File: config.mk
export PLATFORM = sky130hd
export DESIGN_NAME = dmem_router_flat
export DESIGN_NICKNAME = d
export VERILOG_FILES = /design/src/rtl/dmem_pkg.sv /design/src/rtl/dmem_router_if.sv /design/src/rtl/dmem_addr_decode.sv /design/src/rtl/dmem_router.sv /design/src/flat_wrapper.sv
export SDC_FILE = /design/constraint.sdc
export NUM_CORES = 1
export LEC_CHECK = 0
export CAP_MARGIN = 20
export CORE_AREA = 2 2 96 98
export DETAILED_ROUTE_END_ITERATION = 7
export DIE_AREA = 0 0 98 100
export PLACE_DENSITY = 0.82
export SLEW_MARGIN = 20
export SYNTH_ARGS = -nofsm -noshare
export SYNTH_HDL_FRONTEND = slang
export SYNTH_SLANG_ARGS = --single-unit
File: constraint.sdc
create_clock -name clk -period 2.1 [get_ports clk]
set_input_delay 0.315 -clock clk [delete_from_list [all_inputs] [get_ports clk]]
set_output_delay 0.315 -clock clk [all_outputs]
set_load 0.05 [all_outputs]
File: src/rtl/dmem_pkg.sv
// Shared types and constants for the data-memory request router and its address decoder.
package dmem_pkg;

  typedef enum logic {TGT_RAM = 1'b0, TGT_MMIO = 1'b1} dmem_tgt_e;
  typedef enum logic {ST_IDLE = 1'b0, ST_BUSY = 1'b1} dmem_state_e;

  localparam logic [31:0] DEFAULT_MMIO_BASE = 32'h1000_0000;
  localparam logic [31:0] DEFAULT_MMIO_MASK = 32'hF000_0000;
  localparam logic [31:0] TIMEOUT_RDATA     = 32'hDEAD_BEEF;
  localparam int          TIMEOUT_CNT_W     = 16;

endpackage

File: src/rtl/dmem_router_if.sv
// Core-side request/response channel plus both target ports of the data-memory router.
interface dmem_router_if;

  logic        req_valid;
  logic        req_ready;
  logic [31:0] req_addr;
  logic        req_we;
  logic [31:0] req_wdata;
  logic [3:0]  req_be;
  logic        rsp_valid;
  logic [31:0] rsp_rdata;
  logic        rsp_err;

  logic [31:0] out_addr;
  logic        out_we;
  logic [31:0] out_wdata;
  logic [3:0]  out_be;

  logic        ram_req_valid;
  logic        ram_req_ready;
  logic        ram_rsp_valid;
  logic [31:0] ram_rsp_rdata;

  logic        mmio_req_valid;
  logic        mmio_req_ready;
  logic        mmio_rsp_valid;
  logic [31:0] mmio_rsp_rdata;

  // Router side
  modport slave (
    input  req_valid, req_addr, req_we, req_wdata, req_be,
    output req_ready, rsp_valid, rsp_rdata, rsp_err,
    output out_addr, out_we, out_wdata, out_be,
    output ram_req_valid, mmio_req_valid,
    input  ram_req_ready, ram_rsp_valid, ram_rsp_rdata,
    input  mmio_req_ready, mmio_rsp_valid, mmio_rsp_rdata
  );

  // Core and targets side
  modport master (
    output req_valid, req_addr, req_we, req_wdata, req_be,
    input  req_ready, rsp_valid, rsp_rdata, rsp_err,
    input  out_addr, out_we, out_wdata, out_be,
    input  ram_req_valid, mmio_req_valid,
    output ram_req_ready, ram_rsp_valid, ram_rsp_rdata,
    output mmio_req_ready, mmio_rsp_valid, mmio_rsp_rdata
  );

endinterface

File: src/rtl/dmem_addr_decode.sv
// Combinational address-to-target decode, shared with any other bus master.
module dmem_addr_decode
  import dmem_pkg::*;
#(
  parameter logic [31:0] MMIO_BASE = DEFAULT_MMIO_BASE,
  parameter logic [31:0] MMIO_MASK = DEFAULT_MMIO_MASK
) (
  input  logic [31:0] addr,
  output dmem_tgt_e   tgt
);

  assign tgt = ((addr & MMIO_MASK) == MMIO_BASE) ? TGT_MMIO : TGT_RAM;

endmodule

File: src/rtl/dmem_router.sv
// Steers one outstanding data-memory request to RAM or MMIO and relays the response.
// Optional BUSY watchdog enabled by defining DMEM_ROUTER_TIMEOUT_EN.
module dmem_router
  import dmem_pkg::*;
#(
  parameter logic [31:0] MMIO_BASE      = DEFAULT_MMIO_BASE,
  parameter logic [31:0] MMIO_MASK      = DEFAULT_MMIO_MASK,
  parameter int          TIMEOUT_CYCLES = 255
) (
  input logic          clk,
  input logic          rst_n,
  dmem_router_if.slave bus
);

  dmem_state_e state_reg, state_next;
  dmem_tgt_e   tgt_reg, tgt_next;
  dmem_tgt_e   dec_tgt;
  logic        rsp_valid_reg, rsp_valid_next;
  logic [31:0] rsp_rdata_reg, rsp_rdata_next;
  logic        req_ready_c, ram_req_valid_c, mmio_req_valid_c;
  logic        sel_ready, honoured;

  dmem_addr_decode #(
    .MMIO_BASE(MMIO_BASE),
    .MMIO_MASK(MMIO_MASK)
  ) u_decode (
    .addr(bus.req_addr),
    .tgt (dec_tgt)
  );

  assign sel_ready = (dec_tgt == TGT_MMIO) ? bus.mmio_req_ready : bus.ram_req_ready;
  assign honoured  = (tgt_reg == TGT_MMIO) ? bus.mmio_rsp_valid : bus.ram_rsp_valid;

`ifdef DMEM_ROUTER_TIMEOUT_EN
  localparam logic [TIMEOUT_CNT_W-1:0] TO_LAST = TIMEOUT_CNT_W'(TIMEOUT_CYCLES - 1);
  logic [TIMEOUT_CNT_W-1:0] cnt_reg, cnt_next;
  logic                     rsp_err_reg, rsp_err_next;
`endif

  always_comb begin
    state_next       = state_reg;
    tgt_next         = tgt_reg;
    rsp_valid_next   = 1'b0;
    rsp_rdata_next   = rsp_rdata_reg;
    req_ready_c      = 1'b0;
    ram_req_valid_c  = 1'b0;
    mmio_req_valid_c = 1'b0;
`ifdef DMEM_ROUTER_TIMEOUT_EN
    cnt_next         = cnt_reg;
    rsp_err_next     = 1'b0;
`endif
    case (state_reg)
      ST_IDLE: begin
        req_ready_c      = sel_ready;
        ram_req_valid_c  = bus.req_valid && (dec_tgt == TGT_RAM);
        mmio_req_valid_c = bus.req_valid && (dec_tgt == TGT_MMIO);
        if (bus.req_valid && sel_ready) begin
          tgt_next   = dec_tgt;
          state_next = ST_BUSY;
`ifdef DMEM_ROUTER_TIMEOUT_EN
          cnt_next   = '0;
`endif
        end
      end
      ST_BUSY: begin
`ifdef DMEM_ROUTER_TIMEOUT_EN
        cnt_next = cnt_reg + 1'b1;
`endif
        // A real response beats a coincident timeout.
        if (honoured) begin
          rsp_valid_next = 1'b1;
          rsp_rdata_next = (tgt_reg == TGT_MMIO) ? bus.mmio_rsp_rdata : bus.ram_rsp_rdata;
          state_next     = ST_IDLE;
        end
`ifdef DMEM_ROUTER_TIMEOUT_EN
        else if (cnt_reg == TO_LAST) begin
          rsp_valid_next = 1'b1;
          rsp_rdata_next = TIMEOUT_RDATA;
          rsp_err_next   = 1'b1;
          state_next     = ST_IDLE;
        end
`endif
      end
      default: state_next = ST_IDLE;
    endcase
  end

  always_ff @(posedge clk or negedge rst_n) begin
    if (!rst_n) begin
      state_reg     <= ST_IDLE;
      tgt_reg       <= TGT_RAM;
      rsp_valid_reg <= 1'b0;
      rsp_rdata_reg <= '0;
`ifdef DMEM_ROUTER_TIMEOUT_EN
      cnt_reg       <= '0;
      rsp_err_reg   <= 1'b0;
`endif
    end else begin
      state_reg     <= state_next;
      tgt_reg       <= tgt_next;
      rsp_valid_reg <= rsp_valid_next;
      rsp_rdata_reg <= rsp_rdata_next;
`ifdef DMEM_ROUTER_TIMEOUT_EN
      cnt_reg       <= cnt_next;
      rsp_err_reg   <= rsp_err_next;
`endif
    end
  end

  // Combinational handshake outputs are held low while reset is asserted.
  assign bus.req_ready      = rst_n & req_ready_c;
  assign bus.ram_req_valid  = rst_n & ram_req_valid_c;
  assign bus.mmio_req_valid = rst_n & mmio_req_valid_c;

  assign bus.rsp_valid = rsp_valid_reg;
  assign bus.rsp_rdata = rsp_rdata_reg;
`ifdef DMEM_ROUTER_TIMEOUT_EN
  assign bus.rsp_err   = rsp_err_reg;
`else
  assign bus.rsp_err   = 1'b0;
`endif

  assign bus.out_addr  = bus.req_addr;
  assign bus.out_we    = bus.req_we;
  assign bus.out_wdata = bus.req_wdata;
  assign bus.out_be    = bus.req_be;

endmodule

File: src/flat_wrapper.sv
// flat-port wrapper written by rule: the top's interface ports become plain ports
module dmem_router_flat import dmem_pkg::*;
#(
  parameter logic [31:0] MMIO_BASE      = DEFAULT_MMIO_BASE,
  parameter logic [31:0] MMIO_MASK      = DEFAULT_MMIO_MASK,
  parameter int          TIMEOUT_CYCLES = 255
)
  (clk, rst_n, bus_req_valid, bus_req_addr, bus_req_we, bus_req_wdata, bus_req_be, bus_req_ready, bus_rsp_valid, bus_rsp_rdata, bus_rsp_err, bus_out_addr, bus_out_we, bus_out_wdata, bus_out_be, bus_ram_req_valid, bus_mmio_req_valid, bus_ram_req_ready, bus_ram_rsp_valid, bus_ram_rsp_rdata, bus_mmio_req_ready, bus_mmio_rsp_valid, bus_mmio_rsp_rdata);
  dmem_router_if bus_i ();
  input logic clk;
  input logic rst_n;
  input wire logic [$bits(bus_i.req_valid)-1:0] bus_req_valid;
  input wire logic [$bits(bus_i.req_addr)-1:0] bus_req_addr;
  input wire logic [$bits(bus_i.req_we)-1:0] bus_req_we;
  input wire logic [$bits(bus_i.req_wdata)-1:0] bus_req_wdata;
  input wire logic [$bits(bus_i.req_be)-1:0] bus_req_be;
  output wire logic [$bits(bus_i.req_ready)-1:0] bus_req_ready;
  output wire logic [$bits(bus_i.rsp_valid)-1:0] bus_rsp_valid;
  output wire logic [$bits(bus_i.rsp_rdata)-1:0] bus_rsp_rdata;
  output wire logic [$bits(bus_i.rsp_err)-1:0] bus_rsp_err;
  output wire logic [$bits(bus_i.out_addr)-1:0] bus_out_addr;
  output wire logic [$bits(bus_i.out_we)-1:0] bus_out_we;
  output wire logic [$bits(bus_i.out_wdata)-1:0] bus_out_wdata;
  output wire logic [$bits(bus_i.out_be)-1:0] bus_out_be;
  output wire logic [$bits(bus_i.ram_req_valid)-1:0] bus_ram_req_valid;
  output wire logic [$bits(bus_i.mmio_req_valid)-1:0] bus_mmio_req_valid;
  input wire logic [$bits(bus_i.ram_req_ready)-1:0] bus_ram_req_ready;
  input wire logic [$bits(bus_i.ram_rsp_valid)-1:0] bus_ram_rsp_valid;
  input wire logic [$bits(bus_i.ram_rsp_rdata)-1:0] bus_ram_rsp_rdata;
  input wire logic [$bits(bus_i.mmio_req_ready)-1:0] bus_mmio_req_ready;
  input wire logic [$bits(bus_i.mmio_rsp_valid)-1:0] bus_mmio_rsp_valid;
  input wire logic [$bits(bus_i.mmio_rsp_rdata)-1:0] bus_mmio_rsp_rdata;
  assign bus_i.req_valid = bus_req_valid;
  assign bus_i.req_addr = bus_req_addr;
  assign bus_i.req_we = bus_req_we;
  assign bus_i.req_wdata = bus_req_wdata;
  assign bus_i.req_be = bus_req_be;
  assign bus_req_ready = bus_i.req_ready;
  assign bus_rsp_valid = bus_i.rsp_valid;
  assign bus_rsp_rdata = bus_i.rsp_rdata;
  assign bus_rsp_err = bus_i.rsp_err;
  assign bus_out_addr = bus_i.out_addr;
  assign bus_out_we = bus_i.out_we;
  assign bus_out_wdata = bus_i.out_wdata;
  assign bus_out_be = bus_i.out_be;
  assign bus_ram_req_valid = bus_i.ram_req_valid;
  assign bus_mmio_req_valid = bus_i.mmio_req_valid;
  assign bus_i.ram_req_ready = bus_ram_req_ready;
  assign bus_i.ram_rsp_valid = bus_ram_rsp_valid;
  assign bus_i.ram_rsp_rdata = bus_ram_rsp_rdata;
  assign bus_i.mmio_req_ready = bus_mmio_req_ready;
  assign bus_i.mmio_rsp_valid = bus_mmio_rsp_valid;
  assign bus_i.mmio_rsp_rdata = bus_mmio_rsp_rdata;
  dmem_router #(.MMIO_BASE(MMIO_BASE), .MMIO_MASK(MMIO_MASK), .TIMEOUT_CYCLES(TIMEOUT_CYCLES)) u_core (.clk(clk), .rst_n(rst_n), .bus(bus_i));
endmodule
Word level (Yosys, flattened, before mapping)
Index checks and enable logic that the tools add are counted. Widths: inputs -> output; s select.

Bits of input ports: 140. Word-level logic and storage cells: 27. Bits in registers: 35.

Muxes and demuxes: 12. Eq/ne operators: 1. Reduce and logical (&&, ||, !) cells: 5. Bitwise gates (word level): 5.

Operator list (number): $mux 32 (1); $mux 1 (10); $eq 4x1->1 const B (1); $reduce_and 2->1 (2); $and 1x1->1 (3); $logic_and 1x1->1 (3); $not 1->1 (2); $pmux 1 s2 (1).

Longest topological paths before layout
Word-level depth: 6. Gate-level depth with buffers: 6. Depth with buffers taken out: 3.

Modules after synthesis
Synthesis repeated with hierarchy kept, for this count alone.

Cell total of the unflattened synthesis: 194. Area, all modules: 2429.8 sq um.

By module, submodules not included: dmem_router (instances 1, area each 2414.8 sq um, sequential area each 875.8 sq um, cells an instance 193); dmem_addr_decode (instances 1, area each 15.0 sq um, sequential area each 0.0 sq um, cells an instance 1).

Worst setup path before layout
OpenSTA, ideal clock, no wires.

Kind: input to output. Start: input bus_req_addr[29]. End: output bus_req_ready. Path slack: -0.432 ns. Data required time: 1.785 ns. Cell stages on the path: 3. Arrival: 2.217 ns. Cell sequence: or4b_1 -> mux2i_1 -> nor3b_1.

Longest elaborated chain between the ends: 5.

RTL lines: start, declared (RTL line flat_wrapper.sv:13) `input wire logic [$bits(bus_i.req_addr)-1:0] bus_req_addr;`; $eq 4x1->1 (RTL line dmem_addr_decode.sv:12) `assign tgt = ((addr & MMIO_MASK) == MMIO_BASE) ? TGT_MMIO : TGT_RAM;`; $mux 1 (RTL line dmem_addr_decode.sv:12); $mux 1 (RTL line dmem_router.sv:31) `assign sel_ready = (dec_tgt == TGT_MMIO) ? bus.mmio_req_ready : bus.ram_req_ready;`; $mux 1 (RTL line dmem_router.sv:52) `case (state_reg)`; $and 1x1->1 (RTL line dmem_router.sv:111) `assign bus.req_ready = rst_n & req_ready_c;`; end, declared (RTL line flat_wrapper.sv:17) `output wire logic [$bits(bus_i.req_ready)-1:0] bus_req_ready;`.

No other way between the ends.

Worst setup path in the final report
Start: input bus_req_addr[31]. End: output bus_req_ready.

The elaborated chain is that of the path after synthesis.

==> metrics.yaml <==
cts_setup_buffers: 0
synthFlopType: "dfrtp_1"
tightest_slew_ps: 516
endpoint_kind: "output port"
synthDistinctLibCells: 23
power_density_nw_per_um2: 1140
ant_nets: 0
tritoncts: "done"
hp-class: "primary input to asynchronous set/reset pin"
clk_pin_slew_worst_paths_ps: 70
gp_congestion: 0.691
r2r_slack_ps: 570
die-width_um: 98
max_stage_delay_ps: 550
sw_frac_of_total: 0.434
drv_slew: 0
syn_area_per_cell_um2: 12.5
fin_tns_setup_ps: 0
port_buffers: 114
drive_gt1_frac: 0.352
cap_violations: 0
grt_max_degree: 36
num_rows: 35
fin_worst_skew_ps: 1.35
vias_per_cell: 4.20
drt_wl_total_mm: 5.15
period_share: 0.983
synth_fp_nets: 334
yosysWarnings: 0
first_pass_iters: 3
crit_path_start_kind: "primary input"
ys_seq_area_frac: 0.361
synth_top_cells_by_count: "buf_4, dfrtp_1, mux2_2, mux2_4"
die_area_um2: 9800
worst-setup-path-type: "primary input to output port"
relSlewSlack: 0.655
max_freq_mhz: 485
ys_async_sr_fraction: 1.00
cts_buffers: 5
finalCoreUtilization: 0.367
p_sw_w: 0.00162
die_h_um: 100
dp_slack_ps: -150
cts_max_path_buffers: 2
synth_top_cell_area_share: 0.361
syn-cell-area_um2: 2420
outcome: "finished, final reports clean"
n_fill_cell: 861
ys_ff_latch: 35
ir_worst_vdd_uv: 395
core_area_um2: 8890
drt_iter0_markers: 13
synthCells: 194
wl_per_cell_um: 14.5
num_vias: 1490
critPathSlowestCell: "or4b_4"
clock_sinks: 35
initial_core_util: 0.273
rsz0062_at_grt: "false"
largest_reg_flops: 32
combinationalPowerShare: 0.587
synthMostInstantiatedCell: "buf_4"
finalHoldViolations: 0
synth_edf_count: 0
cp.required_ps: 1780
antenna_found_initial: 0
clock_power_share: 0.125
area_growth_syn_to_layout_pct: 34.8
clock_latency_ps: 280
internal_power_w: 0.00212
clockRootBuffer: "clkbuf_8"
grt_use_total: 0.103
synthTopCellsByArea: "dfrtp_1, buf_4, mux2_4"
cp_max_fo: 2
htreeDepth: 2
p_leak_nw: 1.41
path_cells: "dlygate4sd2_1 -> or4b_4 -> mux2i_4 -> nor3b_2 -> buf_12"
arrival_ps: 1750
fin_ws_ps: 36.0
grt_pass1_vias: 1712
fin_nets: 383
synth.largest_area_cell: "dfrtp_1"
p_seq_frac: 0.288
overflow: 0
dpl.hpwl_mm: 3.98
min_period_ps: 2060
drcViolationCount: 0
io_pins: 246
grt_pass1_wl_mm: 8.14
setup_viol: 0
antenna_cells: 0
## layout by cell type (no fill, tap or decap)
cell and count:
a21oi_1 1, nor2b_1 1, nor3b_2 1, inv_1 1
nand2_1 3, clkdlybuf4s50_1 102, mux2i_1 1, dfrtp_1 35
o2bb2ai_1 1, nor2_1 1, clkbuf_1 1, nand2b_2 1
clkbuf_8 5, mux2_1 3, and3_1 1, o21ai_1 1
or4b_4 1, mux2_4 29, conb_1 1, clkdlybuf4s15_1 1
clkinvlp_4 1, buf_4 9, dlygate4sd2_1 3, mux2i_4 1
nand2b_1 1, buf_12 4, buf_2 1, mux2_2 32
clkinv_2 1
## final timing paths
kind / from / end / cells past startpoint
max: bus_req_addr[31] / bus_req_ready / 5
min: rst_n / u_core.tgt_reg / 2
max reg2reg: u_core.tgt_reg / u_core.bus.rsp_rdata[11] / 4
min reg2reg: u_core.bus.rsp_rdata[11] / u_core.bus.rsp_rdata[11] / 1
max in group asynchronous: rst_n / u_core.bus.rsp_rdata[25] / 2
min in group clk: u_core.bus.rsp_rdata[11] / u_core.bus.rsp_rdata[11] / 1
## per-stage QoR
step                std cells  power, W  instance area (um^2)  hold slack, ps
floorplan                 194   0.00287                  2430            19.4
global placement          347   0.00326                  3170             454
detailed placement        347   0.00330                  3170             461
CTS                       355   0.00381                  3270             143
global route              355   0.00393                  3270             170
finish                    355   0.00374                  3270             130
## final cells by class
cell class	count	area [um^2]	share of cell area
Tap cell	111	139	0.0425
Clock inverter	2	12.5	0.00383
Sequential cell	35	876	0.268
Multi-Input combinational cell	80	953	0.292
Clock buffer	6	72.6	0.0222
Timing Repair Buffer	120	1210	0.370
Inverter	1	3.75	0.00115
## layer usage
layer	vias up	global-route usage	wire, um
li1	674	-	-
met1	697	0.106	1830
met2	99	0.183	2630
met3	20	0.0432	555
met4	0	0.0449	128
met5	-	0	0
## worst max-delay path: cells and delay by family
| kind | cells | cell delay, ps |
|---|---|---|
| multiplexers | 1 | 210 |
| AND/OR/NAND/NOR | 2 | 800 |
| buffers and inverters | 2 | 420 |
## what timing repair did
item / CTS / global route
cloned: 0 / 0
gates resized for setup: 8 / 0
hold buffers: 0 / 0
setup endpoints to repair: 3 / 1
pin swaps: 2 / 1
## power by group through the flow
stage | Combinational [W] | Sequential (W) | Clock, W
final | 0.00219 | 0.00108 | 0.000468
after global routing | 0.00229 | 0.00111 | 0.000530
after CTS | 0.00222 | 0.00108 | 0.000511
after detailed placement | 0.00221 | 0.00108 | 0
after global placement | 0.00218 | 0.00108 | 0
after floorplan | 0.000900 | 0.00197 | 0
## kinds of logic (layout without fill, tap and decap cells)
kind of cell	after synthesis	count (layout)	share of synthesized area
AND/OR/NAND/NOR	10	10	0.0238
other	1	1	0.00155
AO/OA/AOI/OAI	3	3	0.00774
buffers and inverters	79	129	0.255
multiplexers	66	66	0.351
flip-flops	35	35	0.361
Note: power is estimated with default switching activity, not from simulation.
